===== src/rtl/mips_mc_pkg.sv =====
// mips_mc_pkg: shared state, opcode, ALU-class and control-vector definitions for the multicycle controller
package mips_mc_pkg;

  typedef enum logic [3:0] {
    S_FETCH = 4'd0,
    S_IDLE,
    S_DECODE,
    S_MEMADDR,
    S_MEMRD,
    S_MEMWR,
    S_WB_MEM,
    S_EXEC_R,
    S_WB_R,
    S_EXEC_I,
    S_WB_I,
    S_BRANCH,
    S_JUMP,
    S_JAL,
    S_JR
  } state_t;

  localparam logic [5:0] OP_R    = 6'h00;
  localparam logic [5:0] OP_J    = 6'h02;
  localparam logic [5:0] OP_JAL  = 6'h03;
  localparam logic [5:0] OP_BEQ  = 6'h04;
  localparam logic [5:0] OP_BNE  = 6'h05;
  localparam logic [5:0] OP_ADDI = 6'h08;
  localparam logic [5:0] OP_SLTI = 6'h0A;
  localparam logic [5:0] OP_ANDI = 6'h0C;
  localparam logic [5:0] OP_ORI  = 6'h0D;
  localparam logic [5:0] OP_LUI  = 6'h0F;
  localparam logic [5:0] OP_LW   = 6'h23;
  localparam logic [5:0] OP_SW   = 6'h2B;

  localparam logic [5:0] FUNCT_JR = 6'h08;

  localparam logic [2:0] ALU_ADD   = 3'd0;
  localparam logic [2:0] ALU_SUB   = 3'd1;
  localparam logic [2:0] ALU_AND   = 3'd2;
  localparam logic [2:0] ALU_OR    = 3'd3;
  localparam logic [2:0] ALU_SLT   = 3'd4;
  localparam logic [2:0] ALU_LUI   = 3'd5;
  localparam logic [2:0] ALU_RTYPE = 3'd7;

  typedef struct packed {
    logic       pc_write;
    logic       pc_write_eq;
    logic       pc_write_ne;
    logic       ior_d;
    logic       mem_read;
    logic       mem_write;
    logic       ir_write;
    logic [1:0] mem_to_reg;
    logic [1:0] reg_dst;
    logic       reg_write;
    logic       alu_src_a;
    logic [1:0] alu_src_b;
    logic [2:0] alu_op;
    logic [1:0] pc_source;
  } ctrl_t;

  function automatic logic [2:0] alu_class(input logic [5:0] op);
    return op == OP_ORI  ? ALU_OR  :
           op == OP_ANDI ? ALU_AND :
           op == OP_SLTI ? ALU_SLT :
           op == OP_LUI  ? ALU_LUI : ALU_ADD;
  endfunction

  // Unknown opcodes map to S_FETCH, which doubles as the illegal-opcode marker.
  function automatic state_t dispatch(input logic [5:0] op, input logic [5:0] funct);
    case (op)
      OP_LW, OP_SW:                             return S_MEMADDR;
      OP_R:                                     return funct == FUNCT_JR ? S_JR : S_EXEC_R;
      OP_ADDI, OP_ORI, OP_ANDI, OP_SLTI, OP_LUI: return S_EXEC_I;
      OP_BEQ, OP_BNE:                           return S_BRANCH;
      OP_J:                                     return S_JUMP;
      OP_JAL:                                   return S_JAL;
      default:                                  return S_FETCH;
    endcase
  endfunction

endpackage


===== src/rtl/mc_output_decoder.sv =====
// mc_output_decoder: Moore control-vector lookup from state and opcode
module mc_output_decoder
  import mips_mc_pkg::*;
(
  input  state_t     state,
  input  logic [5:0] op,
  input  logic       ready,
  output ctrl_t      ctrl
);

  // ready only qualifies the instruction/PC load of a completing fetch
  always_comb begin
    ctrl = '0;
    case (state)
      S_FETCH: begin
        ctrl.mem_read  = 1'b1;
        ctrl.alu_src_b = 2'd1;
        ctrl.alu_op    = ALU_ADD;
        ctrl.ir_write  = ready;
        ctrl.pc_write  = ready;
      end
      S_DECODE: begin
        ctrl.alu_src_b = 2'd3;
        ctrl.alu_op    = ALU_ADD;
      end
      S_MEMADDR: begin
        ctrl.alu_src_a = 1'b1;
        ctrl.alu_src_b = 2'd2;
        ctrl.alu_op    = ALU_ADD;
      end
      S_MEMRD: begin
        ctrl.ior_d    = 1'b1;
        ctrl.mem_read = 1'b1;
      end
      S_MEMWR: begin
        ctrl.ior_d     = 1'b1;
        ctrl.mem_write = 1'b1;
      end
      S_WB_MEM: begin
        ctrl.mem_to_reg = 2'd1;
        ctrl.reg_write  = 1'b1;
      end
      S_EXEC_R: begin
        ctrl.alu_src_a = 1'b1;
        ctrl.alu_op    = ALU_RTYPE;
      end
      S_WB_R: begin
        ctrl.reg_dst   = 2'd1;
        ctrl.reg_write = 1'b1;
      end
      S_EXEC_I: begin
        ctrl.alu_src_a = 1'b1;
        ctrl.alu_src_b = 2'd2;
        ctrl.alu_op    = alu_class(op);
      end
      S_WB_I: ctrl.reg_write = 1'b1;
      S_BRANCH: begin
        ctrl.alu_src_a   = 1'b1;
        ctrl.alu_op      = ALU_SUB;
        ctrl.pc_source   = 2'd1;
        ctrl.pc_write_eq = op == OP_BEQ;
        ctrl.pc_write_ne = op == OP_BNE;
      end
      S_JUMP: begin
        ctrl.pc_source = 2'd2;
        ctrl.pc_write  = 1'b1;
      end
      S_JAL: begin
        ctrl.pc_source  = 2'd2;
        ctrl.pc_write   = 1'b1;
        ctrl.reg_dst    = 2'd2;
        ctrl.mem_to_reg = 2'd2;
        ctrl.reg_write  = 1'b1;
      end
      S_JR: begin
        ctrl.pc_source = 2'd3;
        ctrl.pc_write  = 1'b1;
      end
      default: ;
    endcase
  end

endmodule


===== src/rtl/multicycle_control_fsm.sv =====
// multicycle_control_fsm: multicycle MIPS sequencer with memory-ready waits, timeout and illegal-opcode flags
module multicycle_control_fsm
  import mips_mc_pkg::*;
#(
  parameter int FETCH_WAIT_MAX = 15
) (
  input  logic       clk,
  input  logic       reset,
  input  logic       run,
  input  logic [5:0] OP,
  input  logic [5:0] Funct,
  input  logic       Zero,
  input  logic       mem_ready,
  output logic       PCWrite,
  output logic       PCWriteCondEQ,
  output logic       PCWriteCondNE,
  output logic       IorD,
  output logic       MemRead,
  output logic       MemWrite,
  output logic       IRWrite,
  output logic [1:0] MemtoReg,
  output logic [1:0] RegDst,
  output logic       RegWrite,
  output logic       ALUSrcA,
  output logic [1:0] ALUSrcB,
  output logic [2:0] ALUOp,
  output logic [1:0] PCSource,
  output logic [3:0] state_out,
  output logic       illegal_op,
  output logic       mem_timeout
);

  localparam int CW = $clog2(FETCH_WAIT_MAX + 1);

  state_t        state, nxt;
  logic [CW-1:0] cnt;
  logic          fetch_ok, fetch_go, stall, expire, bad_op, unused_zero;
  ctrl_t         dec, ctrl;

  // The branch decision on Zero is made in the datapath from the PCWriteCond strobes.
  assign unused_zero = Zero;
  // run is only honoured on the first cycle in FETCH; once a wait has started the fetch is committed.
  assign fetch_ok = state != S_FETCH || cnt != '0 || run;
  assign fetch_go = mem_ready && fetch_ok;
  assign stall    = (state == S_FETCH || state == S_MEMRD || state == S_MEMWR) && fetch_ok && !mem_ready;
  assign expire   = stall && cnt == CW'(FETCH_WAIT_MAX - 1);
  assign bad_op   = state == S_DECODE && dispatch(OP, Funct) == S_FETCH;

  mc_output_decoder u_dec (
    .state (state),
    .op    (OP),
    .ready (fetch_go),
    .ctrl  (dec)
  );

  // next-state selection; an expired wait abandons the access and refetches
  always_comb begin
    nxt = state;
    case (state)
      S_IDLE:    nxt = run ? S_FETCH : S_IDLE;
      S_FETCH:   nxt = !fetch_ok ? S_IDLE : mem_ready ? S_DECODE : S_FETCH;
      S_DECODE:  nxt = dispatch(OP, Funct);
      S_MEMADDR: nxt = OP == OP_LW ? S_MEMRD : S_MEMWR;
      S_MEMRD:   nxt = mem_ready ? S_WB_MEM : S_MEMRD;
      S_MEMWR:   nxt = mem_ready ? S_FETCH : S_MEMWR;
      S_EXEC_R:  nxt = S_WB_R;
      S_EXEC_I:  nxt = S_WB_I;
      default:   nxt = S_FETCH;
    endcase
    if (expire) nxt = S_FETCH;
  end

  // state register, wait counter and sticky error flags
  always_ff @(posedge clk or posedge reset) begin
    if (reset) begin
      state       <= S_FETCH;
      cnt         <= '0;
      illegal_op  <= 1'b0;
      mem_timeout <= 1'b0;
    end else begin
      state       <= nxt;
      cnt         <= stall && !expire ? cnt + 1'b1 : '0;
      illegal_op  <= illegal_op | bad_op;
      mem_timeout <= mem_timeout | expire;
    end
  end

  assign ctrl          = reset ? '0 : dec;
  assign PCWrite       = ctrl.pc_write;
  assign PCWriteCondEQ = ctrl.pc_write_eq;
  assign PCWriteCondNE = ctrl.pc_write_ne;
  assign IorD          = ctrl.ior_d;
  assign MemRead       = ctrl.mem_read;
  assign MemWrite      = ctrl.mem_write;
  assign IRWrite       = ctrl.ir_write;
  assign MemtoReg      = ctrl.mem_to_reg;
  assign RegDst        = ctrl.reg_dst;
  assign RegWrite      = ctrl.reg_write;
  assign ALUSrcA       = ctrl.alu_src_a;
  assign ALUSrcB       = ctrl.alu_src_b;
  assign ALUOp         = ctrl.alu_op;
  assign PCSource      = ctrl.pc_source;
  assign state_out     = state;

endmodule


===== config.mk =====
export PLATFORM = sky130hd
export DESIGN_NAME = multicycle_control_fsm
export DESIGN_NICKNAME = d
export VERILOG_FILES = /design/src/rtl/mips_mc_pkg.sv /design/src/rtl/mc_output_decoder.sv /design/src/rtl/multicycle_control_fsm.sv
export SDC_FILE = /design/constraint.sdc
export NUM_CORES = 1
export LEC_CHECK = 0
export CAP_MARGIN = 20
export CORE_MARGIN = 5
export CORE_UTILIZATION = 35
export CTS_CLUSTER_SIZE = 20
export DETAILED_ROUTE_END_ITERATION = 8
export PLACE_DENSITY = 0.67
export SYNTH_ARGS = -nofsm -noshare
export SYNTH_HDL_FRONTEND = slang
export SYNTH_SLANG_ARGS = --single-unit
export TNS_END_PERCENT = 10

===== constraint.sdc =====
create_clock -name clk -period 1.8 [get_ports clk]
set_input_delay 0.45 -clock clk [delete_from_list [all_inputs] [get_ports clk]]
set_output_delay 0.45 -clock clk [all_outputs]
set_load 0.01 [all_outputs]

==> results.md, run 1 <==
- Outcome: complete, but fails checks
- Failing checks: negative setup slack
- Worst hold path class: flop to flop
- Critical Path Start: state_out[3]
- Synth Net Count: 162
- Critical Path End Type: primary output
- Fmax: approximately 500 MHz
- Initial Util: 36.0%
- Chip Width: ~66 µm
- Clk slew on worst S/H paths: ~0.07 ns
- Crit-path max FO: 3
- FILL cells: 273
- Mapped Area: 1080 µm²
- Vias: ~1400
- Layout Cell Area excl Fill: 1980 µm²
- Clock sinks: 10
- Post-layout min period: approximately 2.0 ns
- Unrepaired setup endpoints after global routing: yes
- Mean post-synth cell area: 7.60 µm²
- Post-synthesis async set-or-reset flop share: 100%
- Largest net degree at the start of global routing: 11
- Post-route ant nets: 0
- First-pass GRT wire length: 6410 µm
- Static Leak: 0.988 nW
- R2r worst-path depth: 9
- H-tree depth: 1
- Setup Viol. Count Final: 15
- Port Buf Inserts: 41
- Synth Instances: 142
- GRT Residual Overflow: 0
- Fraction of layout cells with a size suffix above 1: 49.6%
- Setup TNS: -1.62 ns
- CP arrival: 1.55 ns
- Yosys cell types: 45
- Seq/Total Area, Yosys: 23.2%
- Antenna violations before repair: 0
- Gr usage total: 18.7%
- Routed wire per std cell: 14.6 µm
- Clock Latency Late Sink: approximately 0.27 ns
- Die Ht: 65.5 µm
- Number of remaining DRC errors: 0
- R2R Path End: state_out[0]
- Root buffer cell: clkbuf_4
- Synth warn: 0
- Worst rel slew slack: about 83%
- Placed Area: around 1800 µm²
- Worst-margin pin slew: 0.259 ns
- I/O pins: 43
- FP Rows: 20
- Pwr dens: 995 nW/µm²
- RR Startpoint: cnt[0]
- Initial DRT Pass Iterations: 4
- CP endpoint: ALUOp[0]
- Worst-case hold slack: roughly 0.47 ns
- Max-slew violations: 0
- Vias per std cell: 5.23
- Yosys reg bits: 10
- Final WL: 3850 µm
- Post-synth EDFFs: 0
- # diodes: 0
- R2R Setup Slk: 0.21 ns
- Detailed Place HPWL: 2810 µm
- Kind of critical path: flop to primary output
- Primary FF master, synth: dfrtp_1
- Vias in the first global route: 1440
- Final clock skew: ~0.0098 ns
- CTS tree: built
- RePlAce Congestion: a little over 0.8
- Maxcap violations: 0
- Crit path launch type: flop
- 1st-iter DRT viols: 52
- Area delta synth->final: 83.3%
- Nets@finish: between 200 and 300
- Num CTS Buffers: 3
- Die area: 4300 µm²
- Final worst path period share: 111%
- Worst vdd ir: 0.673 mV
- Clock Tree Buf Depth: 2
- CORE AREA: 3000 µm²
- Final hold violations: 0
- Final WS setup: -0.200 ns
- Critical Path RT: between 1 and 1.5 ns
## power breakdown
group          total, mW  internal [mW]  switching, mW  leakage, nW
sequential         0.319          0.278         0.0412        0.131
combinational       1.45          0.757          0.688        0.836
clock              0.206          0.123         0.0827       0.0210
total               1.97           1.16          0.812        0.988
## cell usage after synthesis (2+ instances only)
master | count | area (µm²)
nor3_1 | 10 | 50.1
inv_2 | 3 | 11.3
nand2b_2 | 2 | 17.5
nor2b_1 | 2 | 12.5
nand2_1 | 11 | 41.3
dfrtp_1 | 10 | 250
nand2b_1 | 3 | 18.8
inv_1 | 7 | 26.3
nand4_1 | 3 | 18.8
nor4_1 | 3 | 18.8
o211ai_1 | 2 | 15.0
o21ai_0 | 2 | 10.0
and3_1 | 2 | 12.5
xnor2_1 | 3 | 26.3
a21oi_1 | 8 | 40.0
nand3_1 | 9 | 45.0
mux2i_1 | 3 | 30.0
buf_4 | 5 | 37.5
buf_2 | 5 | 25.0
a31oi_1 | 3 | 18.8
a211oi_1 | 3 | 22.5
ha_1 | 3 | 37.5
nor4_2 | 2 | 25.0
nor2_1 | 16 | 60.1
nor2b_4 | 2 | 27.5
## how the worst min path moves through the flow
stage | startpoint | slack, ns | cells past startpoint | to
after floorplan | reset | 0.31 | 1 | cnt[0]
after global placement | mem_timeout | 0.45 | 1 | mem_timeout
after detailed placement | illegal_op | 0.46 | 1 | illegal_op
after CTS | illegal_op | 0.47 | 1 | illegal_op
after global routing | illegal_op | 0.47 | 1 | illegal_op
final | illegal_op | 0.47 | 1 | illegal_op
## per-stage QoR
stage	total power [mW]	util (%)	cells	worst slack (ns)
2_1_floorplan	0.920	-	142	-0.0547
3_3_place_gp	1.50	60.3	251	-0.759
3_5_place_dp	1.52	60.3	251	-0.825
4_1_cts	1.87	64.0	262	-0.243
5_1_grt	2.10	65.9	263	-0.285
6_report	1.97	65.9	263	-0.200
## what timing repair did
action,4_1_cts,5_1_grt
pin swaps,15,8
setup buffers,7,1
gates resized for setup,130,14
hold buffers,0,0
endpoints found under the setup margin,24,23
## cell type report
class / count / area, µm² / share of cell area (%)
Multi-Input combinational cell: 110 / 846 / 42.7
Timing Repair Buffer: 96 / 768 / 38.8
Sequential cell: 10 / 250 / 12.6
Tap cell: 33 / 41.3 / 2.09
Inverter: 10 / 37.5 / 1.90
Clock buffer: 4 / 36.3 / 1.83
## routing by layer
layer  up-vias  wire length, µm  track usage [%]
met4         0               74             6.99
met1       647             1580             20.8
li1        677                -                -
met3         8              192             3.59
met5         -                0                0
met2        43             2010             34.8
## worst max-delay path, cell delays in order, from the launching register on
cell	delay, ns
dfrtp_1	0.39
buf_4	0.16
nand2b_4	0.08
buf_6	0.10
inv_2	0.04
o21ba_1	0.18
a31oi_1	0.15
nor2_1	0.05
buf_2	0.13
## registers in the layout, summed over array words and instances (netlist names)
name and cells:
cnt 4, state_out 4, mem_timeout 1, illegal_op 1
## logic make-up (layout without fill, tap and decap cells)
group	Yosys count	after routing	share of synthesized area [%]
AO/OA/AOI/OAI	27	27	18.2
XOR/XNOR	4	4	3.25
adder cells (fa/ha/maj)	3	3	3.48
buffers and inverters	22	110	10.7
flip-flops	10	10	23.2
multiplexers	3	3	2.78
AND/OR/NAND/NOR	73	73	38.5
## cell usage in the layout (no fill, tap or decap), drive strengths merged, types with 3 or more instances in the layout
cell type | netlist | final
mux2i | 3 | 3
nand3 | 9 | 9
a21oi | 8 | 8
a31oi | 3 | 3
dlygate4sd2 | 0 | 7
nand2b | 5 | 5
xnor2 | 3 | 3
nand4 | 3 | 3
dfrtp | 10 | 10
o21ai | 3 | 3
buf | 11 | 76
clkdlybuf4s50 | 0 | 9
a211oi | 3 | 3
nor3 | 10 | 10
ha | 3 | 3
clkbuf | 1 | 5
nand2 | 11 | 11
nor4 | 5 | 5
inv | 10 | 10
nor2b | 4 | 4
nor2 | 17 | 17
No activity file was read; power rests on OpenSTA's default activity.
==> run 2, diff against run 1 <==
--- a/config.mk
+++ b/config.mk
@@ -5,8 +5,7 @@
 export SDC_FILE = /design/constraint.sdc
 export NUM_CORES = 1
 export LEC_CHECK = 0
-export CAP_MARGIN = 20
-export CORE_MARGIN = 5
+export CORE_MARGIN = 2
 export CORE_UTILIZATION = 35
 export CTS_CLUSTER_SIZE = 20
 export DETAILED_ROUTE_END_ITERATION = 8
==> run 2 against run 1 <==
The flow still finishes with violations (negative setup slack); via count decreased by 0.15%; die area is 17% lower; critical path type unchanged; power fell by 8.4%; non-clock buffer count decreased by 2; critical path depth fell by 1; critical endpoint is now ALUOp[2]; combinational power down 9%; core utilization is 0.50 points lower; final area decreased by 0.76%; worst hold slack lost 0.10 ns; highest routed layer unchanged; clock skew decreased by 0.0088 ns.
==> results.md, run 2 (synthesis results as in run 1) <==
- GRT Residual Overflow: 0 (unchanged)
- Initial DRT Pass Iterations: 4 (unchanged)
- Chip Width: 59.5 µm (-9.2%)
- RePlAce Congestion: 0.817 (about the same)
- Port Buf Inserts: 41 (unchanged)
- Crit-path max FO: 3 (unchanged)
- CP arrival: 1.70 ns (+0.15 ns)
- Worst path bufs/invs: 3 (-1)
- Routed wire per std cell: 13.7 µm (-6.2%)
- Critical Path RT: 1.35 ns (about the same)
- H-tree depth: 1 (unchanged)
- Clock Latency Late Sink: 0.27 ns (about the same)
- Outcome: complete, but fails checks
- CP max stage delay: 0.42 ns (+0.03 ns)
- Final hold violations: 0 (unchanged)
- Detailed Place HPWL: 2790 µm (-0.74%)
- Initial Util: 36.0% (unchanged)
- Worst-case hold slack: 0.365 ns (-0.0999 ns)
- Placed Instances: 253 (+0.80%)
- Worst-margin pin slew: 0.331 ns (+0.0727 ns)
- Worst rel slew slack: 77.7% (-4.9 points)
- Failing checks: negative setup slack
- R2r worst-path depth: 7 (-2)
- Nets@finish: 249 (-0.80%)
- Worst vdd ir: 0.566 mV (-16%)
- Final clock skew: 0.00102 ns (-0.00878 ns)
- Worst hold path class: input port to asynchronous set/reset pin
- Num CTS Buffers: 3 (unchanged)
- # diodes: 0 (unchanged)
- Unrepaired setup endpoints after global routing: yes
- Die Ht: 59.5 µm (-9.2%)
- Vias per std cell: 5.28 (+1.0%)
- RR Startpoint: state_out[0]
- I/O pins: 43 (unchanged)
- Post-layout min period: 2.15 ns (+0.152 ns)
- CORE AREA: 3000 µm² (unchanged)
- Post-route ant nets: 0 (unchanged)
- Gr usage total: 21.2% (+2.5 points)
- R2R Path End: state_out[0]
- Fmax: 465 MHz (-7.0%)
- Layout Cell Area excl Fill: 1960 µm² (-0.76%)
- Crit path launch type: flop
- CP max stage cell: dfrtp_1
- Fraction of layout cells with a size suffix above 1: 46.7% (-2.9 points)
- Clk slew on worst S/H paths: 0.07 ns (about the same)
- Die area: 3550 µm² (-17%)
- Final WS setup: -0.351 ns (-0.152 ns)
- Max-slew violations: 0 (unchanged)
- Vias in the first global route: 1237 (-14%)
- CTS tree: built
- Kind of critical path: flop to primary output
- R2R Setup Slk: 0.18 ns (-0.03 ns)
- Crit path max-delay family: simple AND/OR/NAND/NOR gates
- 1st-iter DRT viols: 31 (-40%)
- Placed Area: 1830 µm² (+0.83%)
- Static Leak: 0.984 nW (-0.41%)
- Most frequent cells in the layout: buf_4, buf_2, nor2_1, buf_6, dlygate4sd2_1
- Cell Chain, Critical Path: nand2b_4 -> nor4_4 -> buf_4 -> buf_6 -> nand3_2 -> a21oi_2 -> buf_2
- Pwr dens: 918 nW/µm² (-7.7%)
- Overall Power: 1.80 mW (-8.4%)
- Setup Viol. Count Final: 19 (+4)
- First-pass GRT wire length: 5800 µm (-9.6%)
- Commonest non-fill, non-tap cell in the layout: buf_4
- Number of remaining DRC errors: 0 (unchanged)
- FP Rows: 20 (unchanged)
- Critical Path End Type: primary output
- Maxcap violations: 0 (unchanged)
- Clock Tree Buf Depth: 2 (unchanged)
- Final WL: 3570 µm (-7.2%)
- Root buffer cell: clkbuf_4
- Antenna violations before repair: 0 (unchanged)
- Cell Count, Final, Fillers Out: 260 (-1.1%)
- Largest net degree at the start of global routing: 12 (+1)
- Area delta synth->final: 81.9%
- Final worst path period share: 120% (+8.4 points)
- Clock sinks: 10 (unchanged)
- Vias: 1373 (-0.15%)
==> run 2: worst max path at each step <==
stage / start / to / slack, ns / depth (start not counted)
global placement: OP[4] / ALUOp[2] / -0.78 / 5
global route: state_out[2] / ALUOp[2] / -0.43 / 7
CTS: state_out[1] / ALUOp[2] / -0.39 / 8
floorplan: state_out[1] / RegDst[1] / -0.05 / 4
finish: state_out[2] / ALUOp[2] / -0.35 / 7
detailed placement: OP[4] / ALUOp[2] / -0.87 / 5
==> run 2: final cells by class <==
cell class              count  area (µm²)
multi-input cells         110         840
inverters                  10        37.5
flip-flops and latches     10         251
well taps                  33        41.3
clock buffers               3        22.5
fillers                   276        1040
repair buffers             94         772
==> run 2: power by group <==
| group | leakage [nW] | switching, mW | total (mW) | internal [mW] |
|---|---|---|---|---|
| combinational | 0.841 | 0.631 | 1.32 | 0.689 |
| sequential | 0.129 | 0.0462 | 0.325 | 0.279 |
| clock | 0.0138 | 0.0823 | 0.160 | 0.0775 |
==> run 2: what timing repair did <==
item / in CTS / in global routing
hold buffers: 0 / 0
pin swaps: 7 / 4
setup endpoints to repair: 28 / 25
hold endpoints to repair: 0 / 0
resized for setup: 95 / 28
buffers inserted: 4 / 1
==> run 2: worst register-to-register path, stage by stage (launching register included) <==
cell and delay (ns):
dfrtp_1 0.39, buf_6 0.13, buf_6 0.12, buf_4 0.15
a2111oi_4 0.31, nand4_1 0.19, nand2_1 0.13, o22ai_1 0.08
==> run 2: stage by stage <==
| stage | worst slack [ns] | TNS (ns) | utilization [%] |
|---|---|---|---|
| after floorplan | -0.0547 | -0.0547 | - |
| after global routing | -0.433 | -3.93 | 65.4 |
| after CTS | -0.389 | -3.45 | 64.0 |
| final | -0.351 | -2.48 | 65.4 |
| after detailed placement | -0.868 | -12.72 | 60.8 |
| after global placement | -0.784 | -12.05 | 60.8 |
==> run 2: metal layers <==
| metal | GRT usage (%) | routed length [µm] | up-vias |
|---|---|---|---|
| met2 | 35.3 | 1820 | 43 |
| met3 | 2.62 | 150 | 9 |
| met1 | 28.5 | 1550 | 645 |
| met4 | 6.67 | 52 | 0 |
| li1 | - | - | 676 |
| met5 | 0 | 0 | - |
==> run 3, diff against run 2 <==
--- a/config.mk
+++ b/config.mk
@@ -5,12 +5,14 @@
 export SDC_FILE = /design/constraint.sdc
 export NUM_CORES = 1
 export LEC_CHECK = 0
+export CAP_MARGIN = 20
 export CORE_MARGIN = 2
 export CORE_UTILIZATION = 35
+export CTS_CLUSTER_DIAMETER = 60
 export CTS_CLUSTER_SIZE = 20
 export DETAILED_ROUTE_END_ITERATION = 8
 export PLACE_DENSITY = 0.67
 export SYNTH_ARGS = -nofsm -noshare
 export SYNTH_HDL_FRONTEND = slang
 export SYNTH_SLANG_ARGS = --single-unit
-export TNS_END_PERCENT = 10
+export TNS_END_PERCENT = 30
==> run 3 against run 2 <==
The flow still finishes with violations (negative setup slack); final area up 0.13%; power up 7.1%; sequential power about the same; clock-buffer cell count unchanged; sequential cell count unchanged; die area unchanged; clock power about the same; sequential share of layout area about the same; non-clock buffer count up 5; core utilization up 0.083 points; combinational power up 9.8%; first-iteration DRC count up 3.2%; critical path type unchanged.
==> results.md, run 3 (synthesis results as in run 1) <==
- Outcome: complete, but fails checks
- Failing checks: negative setup slack
- Final worst path period share: 119% (-0.29 points)
- Most frequent cells in the layout: buf_4, buf_2, nor2_1, dlygate4sd2_1
- Kind of critical path: flop to primary output
- Post-route ant nets: 0 (unchanged)
- H-tree depth: 1 (unchanged)
- Fraction of layout cells with a size suffix above 1: 49.6% (+2.9 points)
- Detailed Place HPWL: 2790 µm (unchanged)
- CTS tree: built
- Placed Area: 1830 µm² (unchanged)
- Initial Util: 36.0% (unchanged)
- Routed wire per std cell: 14.1 µm (+2.8%)
- # diodes: 0 (unchanged)
- Commonest non-fill, non-tap cell in the layout: buf_4
- Register area: 251 µm² (unchanged)
- FILL cells: 268 (-2.9%)
- Pwr dens: 982 nW/µm² (+6.9%)
- Worst path bufs/invs: 3 (unchanged)
- Worst-margin pin slew: 0.313 ns (-0.0178 ns)
- Die Ht: 59.5 µm (unchanged)
- RePlAce Congestion: 0.817 (unchanged)
- Crit-path max FO: 3 (unchanged)
- Nets@finish: 254 (+2.0%)
- Worst hold path class: input port to asynchronous set/reset pin
- Fmax: 466 MHz (+0.24%)
- I/O pins: 43 (unchanged)
- Gr usage total: 21.5% (+0.22 points)
- Die area: 3550 µm² (unchanged)
- Placed Instances: 253 (unchanged)
- Antenna violations before repair: 0 (unchanged)
- Pre-CTS setup slack: -0.868 ns (unchanged)
- Chip Width: 59.5 µm (unchanged)
- Setup TNS: -2.81 ns (-0.339 ns)
- Crit path max-delay family: simple AND/OR/NAND/NOR gates
- Port Buf Inserts: 41 (unchanged)
- Root buffer cell: clkbuf_4
- Critical Path RT: 1.35 ns (about the same)
- CP max stage cell: dfrtp_1
- Final WS setup: -0.346 ns (+0.00516 ns)
- Unrepaired setup endpoints after global routing: yes
- Clock Latency Late Sink: 0.27 ns (about the same)
- FP Rows: 20 (unchanged)
- CP arrival: 1.70 ns (about the same)
- Critical Path End Type: primary output
- Largest net degree at the start of global routing: 12 (unchanged)
- Layout Cell Area excl Fill: 1970 µm² (+0.13%)
- Final hold violations: 0 (unchanged)
- Clock Tree Buf Depth: 2 (unchanged)
- Vias: 1410 (+2.7%)
- CORE AREA: 3000 µm² (unchanged)
- Worst rel slew slack: 78.9% (+1.2 points)
- Max-slew violations: 0 (unchanged)
- Number of remaining DRC errors: 0 (unchanged)
- Final WL: 3740 µm (+4.8%)
- Vias per std cell: 5.32 (+0.76%)
- Multi-input gate area: 831 µm² (-1.0%)
- 1st-iter DRT viols: 32 (+3.2%)
- Area delta synth->final: 82.2%
- Worst vdd ir: 0.560 mV (-1.1%)
- Clock sinks: 10 (unchanged)
- Post-layout min period: 2.15 ns (-0.00516 ns)
- Initial DRT Pass Iterations: 4 (unchanged)
- Setup Viol. Count Final: 19 (unchanged)
- Cell Chain, Critical Path: nand2b_4 -> nor4_4 -> buf_4 -> buf_6 -> nand3_2 -> a21oi_2 -> buf_2
- Cell Count, Final, Fillers Out: 265 (+1.9%)
- Final clock skew: 0.00210 ns (+0.00108 ns)
- CP max stage delay: 0.42 ns (about the same)
- Clk slew on worst S/H paths: 0.07 ns (about the same)
- Crit path launch type: flop
- Maxcap violations: 0 (unchanged)
- Num CTS Buffers: 3 (unchanged)
- CTS Hold Bufs: 0 (unchanged)
- GRT Residual Overflow: 0 (unchanged)
- First-pass GRT wire length: 5900 µm (+1.8%)
- Static Leak: 0.962 nW (-2.2%)
- Vias in the first global route: 1285 (+3.9%)
[run 3: changes by cell type in the layout (fill, tap and decap cells not counted), sizes merged]
cell	delta
dlymetal6s2s	-3
clkdlybuf4s15	+1
dlygate4sd2	-1
clkbuf	-1
buf	+9
[run 3: layout make-up]
type                       count  share of cell area (%)
sequential                    10                    12.8
tap                           33                    2.10
multi-input combinational    110                    42.2
timing repair buffer          99                    39.8
clock buffer                   3                    1.15
inverter                      10                    1.91
[run 3: worst min-delay path, delay by kind of cell]
kind,cells,cell delay (ns)
buf+inv,3,0.53
[run 3: what timing repair did]
item | in CTS | in global routing
gates resized for setup | 116 | 17
buffers inserted | 8 | 3
hold endpoints to repair | 0 | 0
pin swaps | 16 | 4
cloned | 0 | 0
endpoints found under the setup margin | 28 | 23
[run 3: per-layer routing]
metal / wire (µm) / up-vias / GRT usage [%]
li1: - / 685 / -
met5: 0 / - / 0
met3: 193 / 8 / 3.06
met1: 1550 / 669 / 27.6
met2: 1940 / 48 / 36.3
met4: 57 / 0 / 7.94
[run 3: path summary, 6_finish.rpt]
check                      slack [ns]      endpoint  depth (start not counted)          from
hold / removal                   0.37  state_out[1]                          3         reset
max in group asynchronous        1.29  state_out[3]                          3         reset
setup / recovery                -0.35      ALUOp[2]                          7  state_out[2]
hold reg to reg                  0.46    illegal_op                          1    illegal_op
min in group clk                 0.46    illegal_op                          1    illegal_op
setup reg to reg                 0.10  state_out[0]                          8  state_out[1]
[run 3: where the power goes]
group	switching (mW)	internal [mW]
Sequential	0.0440	0.278
Clock	0.0848	0.0775
Combinational	0.674	0.773
Total	0.803	1.13
[run 3: per-stage QoR]
step,hold WS (ns),utilization [%],power (mW)
final,0.372,65.5,1.93
after global routing,0.390,65.5,2.06
after CTS,0.360,64.4,1.87
after detailed placement,0.460,60.8,1.54
after global placement,0.453,60.8,1.52
after floorplan,0.314,-,0.920
==> variant: new RTL, flow settings as in run 3 <==
Set the parameter `FETCH_WAIT_MAX` to 16 (it was 15).
--- a/src/rtl/multicycle_control_fsm.sv
+++ b/src/rtl/multicycle_control_fsm.sv
@@ -2,7 +2,7 @@
 module multicycle_control_fsm
   import mips_mc_pkg::*;
 #(
-  parameter int FETCH_WAIT_MAX = 15
+  parameter int FETCH_WAIT_MAX = 16
 ) (
   input  logic       clk,
   input  logic       reset,
Formal check against the unedited RTL: no difference found for any inputs over 10 cycles, from zero or initial values and one cycle with reset high; that may be too few to reach the edited logic, so the function may still have changed.
==> variant against run 3 <==
- highest routed layer unchanged
- the run ends with DRC, setup timing left
- critical path type unchanged
- largest cell class unchanged
- final area rose by 5.0%
- fmax rose by 4.7%
- total power up 2.4%
- setup slack better by 0.097 ns
- routed wire length rose by 25%
- area after synthesis fell by 2.7%
- sequential cell count rose by 1
==> variant: results (changes against run 3) <==
[detailed_routing]
remaining_drc_errors=6  ; +6
totalWireLength_um=4660  ; +25%
post_drt_wl_per_cell_um=17.3  ; +23%
drt_pass1_iterations=7  ; +3
avgViaCountPerCell=5.55  ; +4.4%
first_iter_violations=125  ; +290%

[global_route]
grtUsageTotal_pct=24.4  ; +2.9 points
grt_first_pass_wirelength_um=6590  ; +12%
grt_max_degree=13  ; +1

[worst_setup_path]
cp_max_fo=6  ; +3
crit-reg2reg-launch=cnt[3]
critPathArrivalTime_ns=1.60  ; -0.10 ns

[sta]
setup_viol=24  ; +5
final-max-slew-violation-count=0  ; unchanged
final.setup.worst_slack_ns=-0.249  ; +0.0968 ns
setup-tns-final_ns=-2.43  ; +0.384 ns
worstMarginPinSlew_ns=0.359  ; +0.0457 ns

[placed_design]
dpl-instance-area_sq_um=1730  ; -5.1%
globalplace.congestion=0.842  ; +3.0%
dp_hpwl_um=2730  ; -2.2%
placed_cells=241  ; -4.7%

[finish]
number_of_inserted_filler_cells_in_the_final_layout=192  ; -28%
layout_cell_share_with_drive_strength_beyond_1_pct=53.8  ; +4.2 points

[outcome]
violations=DRC, setup timing
status=finished with violations

[pwr]
total_leakage_power_uw=0.000989  ; +2.8%
max-vdd-ir-drop_mv=0.512  ; -8.6%
p_sw_uw=837  ; +4.3%

[synth]
post_synth_inst_count=144  ; +1.4%
synth_top_cells_by_area=dfrtp_1 26%, nor2_1 5.4%, nor2b_1 5.4%
synth.top_cells.by_count=15 x nor2_1, 13 x nand2_1, 11 x dfrtp_1
seq_area_frac_synth_pct=26.2  ; +3.0 points
syn-num-nets=164  ; +1.2%
library_cells_used_by_synthesis=41  ; -8.9%

[worst_hold_path]
hold_path_class=flip-flop to flip-flop

-- variant: metal layers --
| metal | global-route usage [%] | part of all wire [%] | vias up |
|---|---|---|---|
| li1 | - | - | 705 |
| met1 | 26.4 | 40 | 717 |
| met2 | 49.7 | 52 | 56 |
| met3 | 2.42 | 5.0 | 16 |
| met4 | 5.52 | 3.2 | 0 |
| met5 | 0 | 0 | - |
-- variant: critical path, stage by stage, from the launching register on --
cell and delay (ns):
dfrtp_1 0.41, buf_6 0.15, nor2b_4 0.12, nand4_1 0.13
buf_4 0.17, nor4b_2 0.19, buf_2 0.16
-- variant: cell type report --
class / instances / area (sq um) / share of cell area (%)
Clock buffer: 4 / 26.3 / 1.27
Multi-Input combinational cell: 114 / 897 / 43.4
Inverter: 7 / 26.3 / 1.27
Sequential cell: 11 / 278 / 13.4
Timing Repair Buffer: 102 / 800 / 38.7
Tap cell: 31 / 38.8 / 1.88
-- variant: per-stage QoR --
stage                     setup slack, ns  power, uW
after floorplan                    -0.110        846
after global placement             -0.802       1340
after detailed placement           -0.830       1370
after CTS                          -0.227       1690
after global routing               -0.359       2080
final                              -0.249       1980
-- variant: worst paths after layout --
kind	endpoint	slack, ns	cells after the start
min reg2reg	mem_timeout	0.47	1
min	mem_timeout	0.47	1
max in group asynchronous	state_out[0]	1.05	4
min in group asynchronous	state_out[2]	0.59	4
max reg2reg	state_out[0]	-0.15	7
max	PCWriteCondNE	-0.25	6
-- variant: timing repair --
| item | in CTS | in global routing |
|---|---|---|
| setup buffers | 13 | 8 |
| hold endpoints to repair | 0 | 0 |
| endpoints found under the setup margin | 32 | 28 |
| pin swaps | 18 | 9 |
| gates cloned | 2 | 1 |
| gates resized for setup | 129 | 28 |
-- variant: power groups by stage --
| stage | Combinational [uW] | Clock (uW) | Sequential (uW) |
|---|---|---|---|
| 2_1_floorplan | 490 | 0 | 356 |
| 3_3_place_gp | 1000 | 0 | 341 |
| 3_5_place_dp | 1020 | 0 | 345 |
| 4_1_cts | 1170 | 168 | 350 |
| 5_1_grt | 1530 | 181 | 364 |
| 6_report | 1460 | 161 | 360 |
-- variant: cell families (layout without fill, tap and decap cells) --
family	after synthesis	count (layout)	synth area share [%]
AO/OA/AOI/OAI	28	28	17.7
multiplexers	2	2	2.02
AND/OR/NAND/NOR	77	77	39.8
buffers and inverters	19	113	7.38
flip-flops	11	11	26.2
XOR/XNOR	4	4	3.33
adder cells (fa/ha/maj)	3	3	3.57
